File: src/rtl/fetch_sequencer_pkg.sv
// ============================================================================
// Module : fetch_sequencer_pkg
// Brief  : Shared FSM state type, default reset PC and alignment helpers.
// Rev    : 1.0 - initial release
// ============================================================================
`default_nettype none

package fetch_sequencer_pkg;

  typedef enum logic [1:0] {
    ST_IDLE  = 2'd0,
    ST_RUN   = 2'd1,
    ST_DONE  = 2'd2,
    ST_FAULT = 2'd3
  } state_e;

  localparam logic [31:0] c_default_reset_pc = 32'h0000_0000;
  localparam logic [1:0]  c_align_mask       = 2'b11;

  function automatic logic is_misaligned(input logic [31:0] addr);
    return (addr[1:0] & c_align_mask) != 2'b00;
  endfunction

endpackage

`default_nettype wire

File: src/rtl/fetch_sequencer_pc_reg.sv
// ============================================================================
// Module : pc_reg
// Brief  : 32-bit program counter with reset/restart to RESET_PC, load, hold.
// Rev    : 1.0 - initial release
// ============================================================================
`default_nettype none

module pc_reg
  import fetch_sequencer_pkg::*;
#(
  parameter logic [31:0] RESET_PC = c_default_reset_pc
) (
  input  logic        clk,
  input  logic        rst,
  input  logic        restart_i,
  input  logic        load_i,
  input  logic [31:0] d_i,
  output logic [31:0] pc_o
);

  logic [31:0] pc_q;
  logic [31:0] pc_d;

  // Restart wins over load; with neither asserted the register holds.
  always_comb begin
    pc_d = pc_q;
    if (restart_i) begin
      pc_d = RESET_PC;
    end else if (load_i) begin
      pc_d = d_i;
    end
  end

  always_ff @(posedge clk) begin
    if (rst) begin
      pc_q <= RESET_PC;
    end else begin
      pc_q <= pc_d;
    end
  end

  assign pc_o = pc_q;

endmodule

`default_nettype wire

File: src/rtl/fetch_sequencer.sv
// ============================================================================
// Module : fetch_sequencer
// Brief  : Issues a bounded run of sequential fetch addresses; faults on a
//          misaligned next address. FETCH_RETIRE_COUNT_EN adds a retired count.
// Rev    : 1.0 - initial release
// ============================================================================
`default_nettype none

module fetch_sequencer
  import fetch_sequencer_pkg::*;
#(
  parameter logic [31:0] RESET_PC = c_default_reset_pc,
  parameter int          LIMIT_W  = 16
) (
  input  logic               clk,
  input  logic               rst,
  input  logic               start,
  input  logic [LIMIT_W-1:0] instr_limit,
  input  logic [31:0]        next_addr,
  output logic [31:0]        pc,
  output logic               run,
  output logic               done,
  output logic               fault
`ifdef FETCH_RETIRE_COUNT_EN
  ,
  output logic [LIMIT_W-1:0] retired
`endif
);

  state_e             state_q;
  state_e             state_d;
  logic [LIMIT_W-1:0] remaining_q;
  logic [LIMIT_W-1:0] remaining_d;
  logic               pc_restart;
  logic               pc_load;
  logic               start_accept;

  always_comb begin
    state_d      = state_q;
    remaining_d  = remaining_q;
    pc_restart   = 1'b0;
    pc_load      = 1'b0;
    start_accept = 1'b0;
    case (state_q)
      ST_IDLE, ST_DONE: begin
        if (start) begin
          start_accept = 1'b1;
          pc_restart   = 1'b1;
          if (instr_limit != '0) begin
            state_d     = ST_RUN;
            remaining_d = instr_limit;
          end else begin
            state_d     = ST_DONE;
            remaining_d = '0;
          end
        end
      end
      ST_RUN: begin
        // A misaligned target freezes the PC and beats completion.
        if (is_misaligned(next_addr)) begin
          state_d = ST_FAULT;
        end else begin
          pc_load     = 1'b1;
          remaining_d = remaining_q - LIMIT_W'(1);
          if (remaining_q == LIMIT_W'(1)) begin
            state_d = ST_DONE;
          end
        end
      end
      ST_FAULT: begin
        state_d = ST_FAULT;
      end
      default: begin
        state_d = ST_IDLE;
      end
    endcase
  end

  always_ff @(posedge clk) begin
    if (rst) begin
      state_q     <= ST_IDLE;
      remaining_q <= '0;
    end else begin
      state_q     <= state_d;
      remaining_q <= remaining_d;
    end
  end

  pc_reg #(
    .RESET_PC (RESET_PC)
  ) u_pc_reg (
    .clk       (clk),
    .rst       (rst),
    .restart_i (pc_restart),
    .load_i    (pc_load),
    .d_i       (next_addr),
    .pc_o      (pc)
  );

  assign run   = (state_q == ST_RUN);
  assign done  = (state_q == ST_DONE);
  assign fault = (state_q == ST_FAULT);

`ifdef FETCH_RETIRE_COUNT_EN
  logic [LIMIT_W-1:0] retired_q;
  logic [LIMIT_W-1:0] retired_d;

  always_comb begin
    retired_d = retired_q;
    if (start_accept) begin
      retired_d = '0;
    end else if (run && (retired_q != '1)) begin
      retired_d = retired_q + LIMIT_W'(1);
    end
  end

  always_ff @(posedge clk) begin
    if (rst) begin
      retired_q <= '0;
    end else begin
      retired_q <= retired_d;
    end
  end

  assign retired = retired_q;
`else
  logic unused_start_accept;
  assign unused_start_accept = start_accept;
`endif

endmodule

`default_nettype wire

File: config.mk
export PLATFORM = sky130hd
export DESIGN_NAME = fetch_sequencer
export DESIGN_NICKNAME = d
export VERILOG_FILES = /design/src/rtl/fetch_sequencer_pkg.sv /design/src/rtl/fetch_sequencer_pc_reg.sv /design/src/rtl/fetch_sequencer.sv
export SDC_FILE = /design/constraint.sdc
export NUM_CORES = 1
export LEC_CHECK = 0
export BUFFER_PORTS_ARGS = -buffer_cell sky130_fd_sc_hd__buf_2
export CAP_MARGIN = 20
export CORE_ASPECT_RATIO = 1.75
export CORE_MARGIN = 3
export CORE_UTILIZATION = 35
export DETAILED_ROUTE_END_ITERATION = 10
export SLEW_MARGIN = 20
export SYNTH_ARGS = -nofsm -noshare
export SYNTH_HDL_FRONTEND = slang
export SYNTH_SLANG_ARGS = --single-unit
File: constraint.sdc
create_clock -name clk -period 2.7 [get_ports clk]
set_clock_uncertainty 0.1 [all_clocks]
set_input_delay 0.135 -clock clk [delete_from_list [all_inputs] [get_ports clk]]
set_output_delay 0.135 -clock clk [all_outputs]
set_load 0.01 [all_outputs]
==> impl_metrics.py <==
metrics = {
    "global_routing": {
        "grt_pass1_vias": 2469,
        "grt_antenna_before_repair": 0,
        "overflow": 0,
        "grt_usage_pct": 19.3,
        "grt_pass1_wl_um": 11400,
        "grt_max_degree": 35,
    },
    "power": {
        "p_comb_share_pct": 19.9,
        "leakage_nw": 1.32,
        "switching_share_pct": 28.2,
        "p_switching_uw": 468,
        "power.density_mw_per_mm2": 522,
        "power_frac_seq_pct": 48.0,
        "internal_power_mw": 1.19,
        "finalPower_mw": 1.66,
        "vdd_drop_max_v": 0.000346,
        "power_frac_clock_pct": 32.0,
    },
    "synthesis": {
        "async_flop_share_pct": 0,
        "ys_warn_count": 0,
        "synth_nets": 340,
        "syn_area_mm2": 0.00225,
        "ys.flop_type": "dfxtp_1",
        "synth_cell_types": 46,
        "synth_seq_cells": 50,
        "seq_area_frac_synth_pct": 44.4,
        "avgSynthCellArea_um2": 7.86,
        "synth-edff-count": 0,
        "netlist_instances": 287,
    },
    "sta": {
        "final.setup.tns_ps": 0,
        "period_minus_slack_ps": 2090,
        "setup_slack_ps": 614,
        "period_share_pct": 77.3,
        "maxSlewHeadroom_pct": 35.0,
        "drv_slew": 0,
        "setup_violations": 0,
        "rsz0062_at_grt": "false",
        "tightest_slew_ps": 971,
        "fmax_mhz": 479,
        "hold_violations": 0,
    },
    "placement": {
        "pre_cts_slack_ps": 637,
        "post-dp-hpwl_um": 4850,
        "portBuffers": 85,
        "dp.cells": 443,
        "place.gp.congestion": 0.853,
    },
    "finish": {
        "area_growth_pct": 41.2,
        "layout_commonest_cell": "buf_2",
        "antennaDiodeCount": 0,
        "fill_cells": 631,
        "utilization_pct": 51.1,
        "drive_gt1_share_pct": 26.4,
        "final_cells": 481,
        "regArea_mm2": 0.00100,
        "final_cell_mix": "85 x buf_2, 70 x nand2_1, 50 x dfxtp_1, 46 x a21oi_1, 30 x dlygate4sd3_1",
        "nets": 453,
        "multiInputGateArea_mm2": 0.00117,
    },
    "clocking": {
        "clkTransAtPathRegs_ps": 90,
        "clock_latency_ps": 300,
        "cts_inserted_buffers": 5,
        "clock-sinks": 50,
        "post_cts_buffers": 0,
        "max-clock-path-buffers": 2,
        "cts_tree": "built",
        "cts-resized-gates": 0,
        "ctsHoldBuffers": 30,
        "cts-root-buf": "clkbuf_8",
        "h-tree-depth": 2,
    },
    "route": {
        "wl_um": 6930,
        "wl_per_cell_um": 14.4,
        "drt-vias-per-instance": 5.24,
        "via_count": 2519,
        "drtPass1Iterations": 4,
        "drt_iter0_markers": 133,
        "drc": 0,
        "ant_nets": 0,
    },
    "critical_path": {
        "startpoint": "remaining_q[0]",
        "reg2regPathDepth": 6,
        "critPathCaptureType": "register",
        "crit_path_end": "remaining_q[12]",
        "r2r_start": "remaining_q[0]",
        "cp_max_fo": 5,
        "rrSetupSlack_ps": 610,
        "crit_type": "register to register",
        "critPathArrivalTime_ps": 2190,
        "cp.required_ps": 2810,
        "critPathLaunchType": "register",
        "r2r-end": "remaining_q[12]",
    },
    "floorplan": {
        "die_area_mm2": 0.00748,
        "die_height_um": 112,
        "die_w_um": 66.7,
        "core_region_area_mm2": 0.00623,
        "ios": 86,
        "initial_core_util_pct": 36.2,
        "rows": 38,
    },
    "run_status": {
        "status": "completed",
    },
    "hold_path": {
        "hp-class": "input port to register",
    },
    "run": {
        "maxCapViolCount": 0,
    },
}
synth_stat cells (all sizes together), types with 2 or more instances:
library cell,instances,area (um2)
o311ai,2,17.5
a21oi,46,230
o21ai,13,65.1
a211oi,3,22.5
a21o,2,15.0
o211ai,2,15.0
or4,3,22.5
buf,4,16.3
nand2b,3,18.8
ha,2,25.0
and3,2,12.5
o32ai,2,17.5
nor4,9,62.6
dfxtp,50,1000
nor4b,2,32.5
nor2,10,37.5
nand4,4,25.0
a31oi,6,37.5
nand3,4,20.0
and2,4,25.0
clkbuf,12,45.0
nor3,6,35.0
nand2,71,269
nor3b,2,15.0
inv,5,18.8
a32oi,3,26.3
worst min path at each step:
stage	start	endpoint	slack (ps)	cells after the start
2_1_floorplan	next_addr[10]	u_pc_reg.pc_o[10]	170	2
3_3_place_gp	next_addr[26]	u_pc_reg.pc_o[26]	280	3
3_5_place_dp	next_addr[3]	u_pc_reg.pc_o[3]	280	3
4_1_cts	instr_limit[9]	remaining_q[9]	50	3
5_1_grt	instr_limit[9]	remaining_q[9]	60	3
6_report	instr_limit[9]	remaining_q[9]	60	3
routing by layer:
| metal | wire length [um] | vias up | GRT usage, % |
|---|---|---|---|
| met5 | 0 | - | 0 |
| met4 | 320 | 0 | 10.0 |
| met3 | 405 | 27 | 3.40 |
| met2 | 3590 | 104 | 33.8 |
| met1 | 2620 | 1138 | 21.5 |
| li1 | - | 1250 | - |
through the flow:
stage / hold WS [ps] / instance area, um2
after detailed placement: 283 / 2770
final: 63.3 / 3180
after floorplan: 171 / 2250
after global placement: 278 / 2770
after CTS: 54.6 / 3180
after global routing: 58.8 / 3180
area by class of cell:
| cell class | instances | area share, % |
|---|---|---|
| multi-input cells | 216 | 36.9 |
| flip-flops and latches | 50 | 31.4 |
| repair buffers | 122 | 24.4 |
| well taps | 80 | 3.14 |
| clock buffers | 5 | 2.16 |
| clock inverters | 3 | 1.38 |
| inverters | 5 | 0.589 |
power groups by stage:
stage                     Sequential (mW)  Clock, mW  Combinational, mW
after floorplan                     0.810          0              0.175
after global placement              0.814          0              0.296
after detailed placement            0.815          0              0.295
after CTS                           0.798      0.552              0.328
after global routing                0.804      0.578              0.367
final                               0.798      0.533              0.332
kinds of logic after synthesis:
group           share of synthesized area [%]
compound gates                           22.5
simple gates                             28.0
fa+ha+maj                                1.11
buf+inv                                  3.55
flops                                    44.4
mux                                     0.499
critical path: stages (launching register included):
cell	delay, ps
dfxtp_1	360
inv_1	110
ha_1	210
or3b_2	490
nor4_1	360
a22oi_1	110
o32ai_1	240
state kept, by name, indices dropped and copies added, names as in the netlist:
| name | count |
|---|---|
| state_q | 2 |
| u_pc_reg.pc_o | 32 |
| remaining_q | 16 |
No activity file was read; power rests on OpenSTA's default activity.
